`src/rtl/mem_arb_pkg.sv`:
```
// mem_arb_pkg
// Shared types and constants for the single-port memory arbiter:
//   arb_state_t : transaction sequencer state (IDLE, WAIT)
//   req_id_t    : requester identity (FETCH, DATA)
//   FUNCT3_WORD : access size forced on the memory port for instruction fetches
//   MAX_LATENCY : largest supported memory read latency
package mem_arb_pkg;

  typedef enum logic {
    IDLE = 1'b0,
    WAIT = 1'b1
  } arb_state_t;

  typedef enum logic {
    FETCH = 1'b0,
    DATA  = 1'b1
  } req_id_t;

  localparam logic [2:0] FUNCT3_WORD = 3'b010;
  localparam int         MAX_LATENCY = 4;

endpackage

```
`src/rtl/rr_arb2.sv`:
```
// rr_arb2
// Two-input round-robin picker. While enabled, a lone requester is picked;
// on a tie the requester that did not win the previous pick is chosen.
// Ports:
//   clk, reset_n     : clock, asynchronous active-low reset
//   en               : arbitration allowed this cycle (port free)
//   f_req, d_req     : fetch / data requests
//   f_pick, d_pick   : one-hot pick (combinational), never both high
import mem_arb_pkg::*;

module rr_arb2 (
  input  logic clk,
  input  logic reset_n,
  input  logic en,
  input  logic f_req,
  input  logic d_req,
  output logic f_pick,
  output logic d_pick
);

  req_id_t last_grant;

  always_comb begin
    f_pick = 1'b0;
    d_pick = 1'b0;
    if (en) begin
      if (f_req && d_req) begin
        if (last_grant == FETCH) d_pick = 1'b1;
        else                     f_pick = 1'b1;
      end else begin
        f_pick = f_req;
        d_pick = d_req;
      end
    end
  end

  // Resets to FETCH so that DATA wins the first tie after reset.
  always_ff @(posedge clk or negedge reset_n) begin
    if (!reset_n) begin
      last_grant <= FETCH;
    end else if (d_pick) begin
      last_grant <= DATA;
    end else if (f_pick) begin
      last_grant <= FETCH;
    end
  end

endmodule

```
`src/rtl/mem_arbiter.sv`:
```
// mem_arbiter
// Shares one memory port between the instruction-fetch and load/store
// requesters. One transaction in flight; completion is a registered pulse
// MEM_LATENCY cycles after the grant, routed to the requester that owned it.
//
// state | meaning
// ------+-----------------------------------------------------------
// IDLE  | no access in flight, port free for a grant
// WAIT  | access in flight; last WAIT cycle is the done cycle, in
//       | which the port is free again for a back-to-back grant
//
// Ports:
//   clk, reset_n                  : clock, asynchronous active-low reset
//   f_req/f_addr                  : fetch request and byte address
//   f_gnt/f_done/f_rdata/f_misalign : fetch accept, completion, data, misalign flag
//   d_req/d_we/d_addr/d_wdata/d_funct3 : data request fields
//   d_gnt/d_done/d_rdata          : data accept, completion, load data
//   mem_address/mem_data_in/mem_wren/mem_funct3 : shared port drive
//   mem_data_out                  : shared port read data
// MEM_LATENCY legal range is 1..MAX_LATENCY.
import mem_arb_pkg::*;

module mem_arbiter #(
  parameter int MEM_LATENCY = 1
) (
  input  logic        clk,
  input  logic        reset_n,
  input  logic        f_req,
  input  logic [31:0] f_addr,
  output logic        f_gnt,
  output logic        f_done,
  output logic [31:0] f_rdata,
  output logic        f_misalign,
  input  logic        d_req,
  input  logic        d_we,
  input  logic [31:0] d_addr,
  input  logic [31:0] d_wdata,
  input  logic [2:0]  d_funct3,
  output logic        d_gnt,
  output logic        d_done,
  output logic [31:0] d_rdata,
  output logic [31:0] mem_address,
  output logic [31:0] mem_data_in,
  output logic        mem_wren,
  output logic [2:0]  mem_funct3,
  input  logic [31:0] mem_data_out
);

  // Counter value in the done cycle; it counts WAIT cycles starting at 0.
  localparam logic [2:0] LAST_CNT = 3'(MEM_LATENCY - 1);

  arb_state_t state_q, state_d;
  logic [2:0] cnt_q, cnt_d;
  req_id_t    owner_q, owner_d;
  logic       we_q;
  logic       mis_q;
  logic       f_done_q;
  logic       d_done_q;

  logic done_cycle;
  logic free;
  logic gnt;
  logic f_mis_now;
  logic done_arm;

  assign done_cycle = (state_q == WAIT) && (cnt_q == LAST_CNT);
  assign free       = (state_q == IDLE) || done_cycle;
  assign gnt        = f_gnt | d_gnt;
  assign f_mis_now  = (f_addr[1:0] != 2'b00);

  rr_arb2 u_rr (
    .clk     (clk),
    .reset_n (reset_n),
    .en      (free),
    .f_req   (f_req),
    .d_req   (d_req),
    .f_pick  (f_gnt),
    .d_pick  (d_gnt)
  );

  // Memory port is driven only in the grant cycle. A misaligned fetch still
  // takes its slot but presents address 0 and never writes.
  always_comb begin
    mem_address = 32'h0;
    mem_data_in = 32'h0;
    mem_wren    = 1'b0;
    mem_funct3  = 3'b000;
    if (d_gnt) begin
      mem_address = d_addr;
      mem_data_in = d_wdata;
      mem_wren    = d_we;
      mem_funct3  = d_funct3;
    end else if (f_gnt) begin
      mem_address = f_mis_now ? 32'h0 : f_addr;
      mem_funct3  = FUNCT3_WORD;
    end
  end

  // A grant in the done cycle restarts WAIT directly; the counter never wraps
  // because the done cycle always leaves or restarts WAIT.
  always_comb begin
    state_d = state_q;
    cnt_d   = cnt_q;
    owner_d = owner_q;
    if (gnt) begin
      state_d = WAIT;
      cnt_d   = 3'd0;
      owner_d = d_gnt ? DATA : FETCH;
    end else if (done_cycle) begin
      state_d = IDLE;
      cnt_d   = 3'd0;
    end else if (state_q == WAIT) begin
      cnt_d   = 3'(cnt_q + 3'd1);
    end
    done_arm = (state_d == WAIT) && (cnt_d == LAST_CNT);
  end

  always_ff @(posedge clk or negedge reset_n) begin
    if (!reset_n) begin
      state_q  <= IDLE;
      cnt_q    <= 3'd0;
      owner_q  <= FETCH;
      we_q     <= 1'b0;
      mis_q    <= 1'b0;
      f_done_q <= 1'b0;
      d_done_q <= 1'b0;
    end else begin
      state_q  <= state_d;
      cnt_q    <= cnt_d;
      owner_q  <= owner_d;
      if (gnt) begin
        we_q  <= d_gnt & d_we;
        mis_q <= f_gnt & f_mis_now;
      end
      f_done_q <= done_arm && (owner_d == FETCH);
      d_done_q <= done_arm && (owner_d == DATA);
    end
  end

  assign f_done     = f_done_q;
  assign d_done     = d_done_q;
  assign f_misalign = f_done_q & mis_q;
  assign f_rdata    = (f_done_q && !mis_q) ? mem_data_out : 32'h0;
  assign d_rdata    = (d_done_q && !we_q)  ? mem_data_out : 32'h0;

endmodule

```
`config.mk`:
```
export PLATFORM = sky130hd
export DESIGN_NAME = mem_arbiter
export DESIGN_NICKNAME = d
export VERILOG_FILES = /design/src/rtl/mem_arb_pkg.sv /design/src/rtl/rr_arb2.sv /design/src/rtl/mem_arbiter.sv
export SDC_FILE = /design/constraint.sdc
export NUM_CORES = 1
export LEC_CHECK = 0
export BUFFER_PORTS_ARGS = -buffer_cell sky130_fd_sc_hd__buf_4
export CAP_MARGIN = 20
export CORE_AREA = 2 2 107 109
export CTS_CLUSTER_SIZE = 20
export DETAILED_ROUTE_END_ITERATION = 10
export DIE_AREA = 0 0 109 111
export SLEW_MARGIN = 20
export SYNTH_ARGS = -nofsm -noshare
export SYNTH_HDL_FRONTEND = slang
export SYNTH_SLANG_ARGS = --single-unit
```
`constraint.sdc`:
```
create_clock -name clk -period 1.8 [get_ports clk]
set_input_delay 0.36 -clock clk [delete_from_list [all_inputs] [get_ports clk]]
set_output_delay 0.36 -clock clk [all_outputs]
set_load 0.005 [all_outputs]
```
Yosys cells after proc, flatten, opt, wreduce, memory -nomap -nowiden
Index checks and enable logic that the tools add are counted.
- $add $sub $neg: 1
- bitwise logic cells: 6
- reductions and logical operators: 14
- muxes and demuxes: 24
- operators by type and width (cell ; number):
    $mux 32 ; 6
    $mux 1 ; 13
    $mux 3 ; 4
    $logic_and 1x1->1 ; 7
    $logic_not 3->1 ; 2
    $reduce_bool 2->1 ; 2
    $add 3x1->3 const B ; 1
    $and 1x1->1 ; 3
    $logic_not 1->1 ; 2
    $mux 2 ; 1
    $not 1->1 ; 2
    $logic_or 1x1->1 ; 1
    $or 1x1->1 ; 1
- output and inout port bits: 137
- word-level logic and storage cells: 53
- input port bits: 136
- register bits after elaboration: 10

Longest topological paths before layout
Gate-level depths: netlist of run 1.
- depth in word-level cells: 9
- depth in mapped cells: 8
- depth with buffers taken out: 7

Hierarchy
A second synthesis of run 1 with hierarchy kept.
- cell total of the unflattened synthesis: 202
- area total of the unflattened synthesis: 1540.2 um2
- modules (own cells, without submodules) (module ; area an instance (um2) ; times used ; sequential area each (um2) ; cells each):
    mem_arbiter ; 1478.9 ; 1 ; 225.2 ; 194
    rr_arb2 ; 61.3 ; 1 ; 25.0 ; 8

Least setup slack after synthesis of run 1
Ideal clock, no wire load.
- path kind: reg2out
- start: register cnt_q[0]
- end: output mem_address[10]
- required time: 1.440 ns
- setup slack: -0.047 ns
- stages on the path, launching flop included: 7
- data arrival time: 1.487 ns
- path buffers: 1
- cell sequence: dfrtp_1 -> inv_1 -> ha_1 -> nand2b_4 -> a221oi_4 -> buf_2 -> a22o_1
- word-level cells in the longest chain between the ends: 6
- elaborated cells on any way between the ends: 7
- those cells by class: mux: 4; reduce/logical: 3
- ends and longest elaborated chain (item ; RTL line ; source):
    start, declared ; mem_arbiter.sv:53 ; logic [2:0] cnt_q, cnt_d;
    start signal, assigned ; mem_arbiter.sv:129 ; cnt_q <= cnt_d;
    $logic_not 3->1 (*) ; mem_arbiter.sv:66 ; assign done_cycle = (state_q == WAIT) && (cnt_q == LAST_CNT);
    $logic_and 1x1->1 (*) ; mem_arbiter.sv:66 ;
    $logic_or 1x1->1 (*) ; mem_arbiter.sv:67 ; assign free = (state_q == IDLE) || done_cycle;
    $mux 1 ; rr_arb2.sv:26 ; if (en) begin
    $mux 32 ; mem_arbiter.sv:93 ; end else if (f_gnt) begin
    $mux 32 (*) ; mem_arbiter.sv:88 ; if (d_gnt) begin
    end, declared ; mem_arbiter.sv:42 ; output logic [31:0] mem_address,
Mark *: on every way between the ends. The rest lies on a longest branch, timed or not.

Worst setup path in the final report of run 1
- start: register cnt_q[0]
- end: output mem_address[26]
Same word-level chain as after synthesis.

==> results.cfg, run 1 <==
[route]
avgViaCountPerCell = 4.050
detail_route.wl_per_cell_um = 15.59
antenna_left = 0
drcViolationCount = 0
first_pass_iters = 4
routed_wl_um = 9945
first_iter_violations = 86
vias = 2584

[worst_setup_path]
worstSetupPathType = reg2out
endpoint_kind = output pin
ff2ff_setup_slack_ps = 50
r2r_end = we_q
r2r_start = cnt_q[0]
cp_data_required_time_ps = 1440
crit_chain = inv_2, ha_4, and2b_4, o221ai_4, nor3_4, buf_6, clkbuf_16, a22o_1, buf_4
crit_path_start = cnt_q[0]
slowest_delay_ps = 380
rr_worst_depth = 10
critPathSlowestCell = dfrtp_1
cp.arrival_ps = 1860
start_kind = flip-flop
critPathBufInv = 4
critPathTopFamily = buffers and inverters
critPathMaxFanout = 7

[timing]
worstMarginPinSlew_ps = 286.0
hold_viol = 0
setup_violations = 70
setup_ws_ps = -420.8
rsz0062_at_grt = true
final.setup.tns_ps = -25790
finalCritPeriodShare_pct = 123.4
clock-skew-final_ps = 2.740
relSlewSlack_pct = 80.93
period_needed_ps = 2221
fmax_ghz = 0.4503
slew_viol_final = 0

[grt]
grt_pass1_vias = 2538
grt_max_degree = 35
antenna_found_initial = 0
gr-total-overflow = 0
grt_pass1_wl_um = 13300
track_usage_pct = 14.14

[placed_design]
placed_cells = 615
io_buffers = 272
dpl.hpwl_um = 7288
dpl-instance-area_mm2 = 0.003815
gp_congestion = 0.7868

[floorplanning]
die_x_um = 109
start_util_pct = 13.63
fp.coreArea_mm2 = 0.01108
pin_count = 273
rows = 39
die_h_um = 111
dieArea_mm2 = 0.01210

[yosys]
syn_inst = 201
synth.largest_area_cell = and2_1
ys_warn_count = 0
yosysUniqueCellTypes = 27
yosysSeqAreaShare_pct = 16.57
ys_ff_latch = 10
synth-xor-area-share_pct = 0
syn_avg_cell_area_um2 = 7.513
synth_compound_area_share_pct = 25.35
synth_top_family_by_area = simple AND/OR/NAND/NOR gates
synth_ff_type = dfrtp_1
synth_top_area_share_pct = 42.25
yosys.area_share.simple_pct = 49.13
synthesis.area_mm2 = 0.001510
async_reset_ff_share_pct = 100.0
synth_fa_ha_area_share_pct = 1.657
synthMuxAreaShare_pct = 0
syn_nets = 339
yosys-top-cells-area = and2_1 42%, a22o_1 17%, dfrtp_1 17%, a21oi_1 2.3%, clkbuf_1 2.0%
synthTopCellsByCount = 102 x and2_1, 30 x a22o_1, 10 x dfrtp_1
synth_most_common_cell = and2_1
synth_edf_count = 0

[min_path]
hold_end = u_rr.last_grant
worstHoldStart = f_req
hold_path_class = in2reg
hold_depth = 2

[cells_and_area]
multiInputGateArea_mm2 = 0.001229
nets = 635
syn_to_final_growth_pct = 186.6
stdcell_area_mm2 = 0.004328
fillCellCount = 1127
finalNonFillerCells = 638
drive_above_1_share_pct = 67.88
seq_area_um2 = 250.2
n_antenna_cell = 0

[pwr]
ir_worst_vdd_mv = 0.2580
p_leak_nw = 2.323
cellPowerDensity_mw_per_mm2 = 412.4
total_power_mw = 1.785

[clock_network]
cts_made_buffers = 3
clk_pin_slew_worst_paths_ps = 40
cts_tree = built
cts.sinks = 10
clk_latency_ps = 230
cts_root_buf = clkbuf_16
htreeDepth = 1
clk_path_buf_depth = 2

[outcome]
violations = setup timing
status = finished with violations

[run]
cap_violations = 0
## registers in the layout, indices dropped and copies added (netlist names)
name / count
f_done: 1
cnt_q: 3
we_q: 1
u_rr.last_grant: 1
owner_q: 1
state_q: 1
d_done: 1
mis_q: 1
## final cells by class
cell class	count	share of cell area, %
Clock buffer	3	1.735
Inverter	7	0.6071
Multi-Input combinational cell	168	28.39
Sequential cell	10	5.782
Tap cell	143	4.134
Timing Repair Buffer	307	59.35
## metal layers
layer	share of wire, %	vias up	global-route usage, %
li1	-	1262	-
met1	36	1155	14.71
met2	54	165	28.28
met3	10	2	3.116
met4	0.27	0	2.308
met5	0	-	0
## worst reg2reg max path, cell delays in order (launching register included)
cell	delay, ps
dfrtp_1	380
inv_2	90
ha_4	160
nand2b_4	70
a221oi_4	290
buf_6	220
buf_6	120
and2_4	140
buf_6	90
buf_6	70
a21o_1	70
## placed cells by master, fill, tap and decap left out, types with 2 or more instances in the layout
cell type    n
buf_4      267
and2_1      84
a22o_1      30
buf_6       29
and2_4      18
dfrtp_1     10
clkbuf_16    8
a21oi_1      6
inv_1        5
nand2_1      5
nor2_1       5
nor3_1       3
buf_12       3
inv_2        2
nor2b_1      2
## kinds of logic (layout without fill, tap and decap cells)
logic type,count (synthesis),in the layout
buffers and inverters,23,317
DFF,10,10
adders and majority gates,2,2
and+or+nand+nor,121,121
AOI/OAI and AO/OA,45,45
## worst max path at each step
stage          slack [ps]  cells past startpoint              end
2_1_floorplan          -2                      7  mem_address[11]
3_3_place_gp         -150                      8  mem_address[11]
3_5_place_dp         -170                      8  mem_address[11]
4_1_cts              -410                      9  mem_address[16]
5_1_grt              -510                      9   mem_address[2]
6_report             -420                      9  mem_address[26]
## power by group
| part | internal, mW | switching [mW] |
|---|---|---|
| combinational | 0.744 | 0.402 |
| sequential | 0.244 | 0.0184 |
| clock | 0.287 | 0.0895 |
| total | 1.27 | 0.510 |
## per-stage QoR
stage	hold WS (ps)	util, %	worst slack [ps]
2_1_floorplan	64.41	-	-2.250
3_3_place_gp	196.6	34.44	-146.7
3_5_place_dp	199.9	34.44	-174.1
4_1_cts	387.1	37.99	-412.1
5_1_grt	414.3	39.07	-505.7
6_report	391.4	39.07	-420.8
## timing repair
| action | in CTS | in global routing |
|---|---|---|
| hold endpoints to repair | 10 | 0 |
| setup endpoints to repair | 70 | 71 |
| resized for setup | 30 | 24 |
| gates cloned | 5 | 6 |
| setup buffers | 10 | 3 |
| pin swaps | 13 | 24 |
| hold buffers | 1 | 0 |
(Power assumes the default switching activity.)
==> run 2, diff against run 1 <==
Settings changed: PLACE_DENSITY set to 0.55, TNS_END_PERCENT set to 50.
==> run 2 against run 1 <==
  * The flow still finishes with violations (setup timing)
  * Sequential cell count unchanged
  * Total power is 0.11% lower
  * Clock power grew 18%
  * Critical path depth did not move
  * Design area is 2.6% lower
  * Critical endpoint is now mem_address[31]
  * Largest cell class unchanged
==> results.cfg, run 2 (same netlist as run 1, synthesis figures left out) <==
[floorplanning]
dieArea_mm2 = 0.01210
fp.coreArea_mm2 = 0.01108
start_util_pct = 13.63
die_h_um = 111
die_x_um = 109
rows = 39
pin_count = 273

[placed_design]
dpl.hpwl_um = 7225
gp_congestion = 0.8970
placed_cells = 614
dpl-instance-area_mm2 = 0.003807
io_buffers = 272
dp_slack_ps = -168.0

[grt]
gr-total-overflow = 0
grt_max_degree = 69
antenna_found_initial = 0
track_usage_pct = 13.15
grt_pass1_vias = 2502
grt_pass1_wl_um = 12540

[cells_and_area]
largest_reg_flops = 3
syn_to_final_growth_pct = 179.0
finalNonFillerCells = 634
final_cell_mix = 280 x buf_4, 95 x and2_1, 30 x a22o_1
stdcell_area_mm2 = 0.004214
final_common_cell = buf_4
n_antenna_cell = 0
nets = 630
top_register = cnt_q
final_util_pct = 38.04
drive_above_1_share_pct = 65.38

[min_path]
worstHoldStart = f_req
hold_path_class = in2reg
hold_end = u_rr.last_grant
hold_depth = 2

[timing]
fmax_ghz = 0.4497
worstMarginPinSlew_ps = 263.0
hold_viol = 0
finalCritPeriodShare_pct = 123.5
relSlewSlack_pct = 82.47
slew_viol_final = 0
final.setup.tns_ps = -25880
period_needed_ps = 2224
rsz0062_at_grt = true
setup_ws_ps = -423.6
setup_violations = 70
clock-skew-final_ps = 1.864

[clock_network]
cts_made_buffers = 3
cts.sinks = 10
clk_latency_ps = 240
cts_root_buf = clkbuf_16
cts_tree = built
clk_pin_slew_worst_paths_ps = 40
htreeDepth = 1
clk_path_buf_depth = 2

[outcome]
status = finished with violations
violations = setup timing

[pwr]
p_leak_nw = 2.266
cellPowerDensity_mw_per_mm2 = 423.1
ir_worst_vdd_mv = 0.2287

[route]
drcViolationCount = 0
first_pass_iters = 4
first_iter_violations = 137
vias = 2649
avgViaCountPerCell = 4.178
antenna_left = 0
detail_route.wl_per_cell_um = 15.00
routed_wl_um = 9512

[worst_setup_path]
ff2ff_setup_slack_ps = 160
cp.arrival_ps = 1860
critPathTopFamily = buffers and inverters
crit_chain = inv_2, ha_4, and2b_4, o221ai_4, nor3_4, buf_12, buf_12, a22o_1, buf_4
worstSetupPathType = reg2out
critPathSlowestCell = dfrtp_1
slowest_delay_ps = 390
r2r_end = d_done
critPathMaxFanout = 8
endpoint_kind = output pin
critPathBufInv = 4
start_kind = flip-flop
r2r_start = cnt_q[1]
cp_data_required_time_ps = 1440
rr_worst_depth = 9
crit_top_cell = buf_12

[run]
cap_violations = 0
## run 2: changes by cell type in the layout (fill, tap and decap cells not counted), sizes merged
| cell | previous run | this run |
|---|---|---|
| buf | 301 | 297 |
## run 2: timing repair
item                                    4_1_cts  5_1_grt
setup buffers                                 6        2
hold buffers                                  1        0
pin swaps                                     3       14
endpoints found under the setup margin       70       72
cloned                                        2        6
endpoints found under the hold margin        10        0
resized for setup                             4       17
## run 2: per-layer routing
layer | part of all wire (%) | global-route usage, % | up-vias
met4 | 1.4 | 1.880 | 0
met5 | 0 | 0 | -
li1 | - | - | 1259
met3 | 10 | 2.410 | 8
met2 | 52 | 25.80 | 179
met1 | 36 | 14.54 | 1203
## run 2: cell type report
type                    count  area, um2
inverters                   7      26.28
clock buffers               4      88.84
fillers                  1144       6863
flip-flops and latches     10      250.2
repair buffers            302       2466
multi-input cells         168       1204
well taps                 143      178.9
## run 2: per-stage QoR
step | total power [mW] | hold slack (ps)
6_report | 1.783 | 395.3
3_3_place_gp | 1.242 | 196.7
5_1_grt | 1.891 | 404.3
2_1_floorplan | 0.5861 | 64.41
4_1_cts | 1.718 | 387.5
3_5_place_dp | 1.244 | 197.2
## run 2: report_power, final
group          internal, mW  leakage (nW)  switching [mW]
Clock                 0.335        0.0442           0.109
Sequential            0.244         0.125          0.0167
Combinational         0.695          2.10           0.384
## run 2: how the worst max path moves through the flow
stage | from | end | cells past startpoint
2_1_floorplan | cnt_q[0] | mem_address[11] | 7
3_3_place_gp | cnt_q[1] | mem_address[17] | 8
3_5_place_dp | cnt_q[1] | mem_address[31] | 8
4_1_cts | cnt_q[1] | mem_address[8] | 9
5_1_grt | cnt_q[0] | mem_address[17] | 9
6_report | cnt_q[1] | mem_address[31] | 9
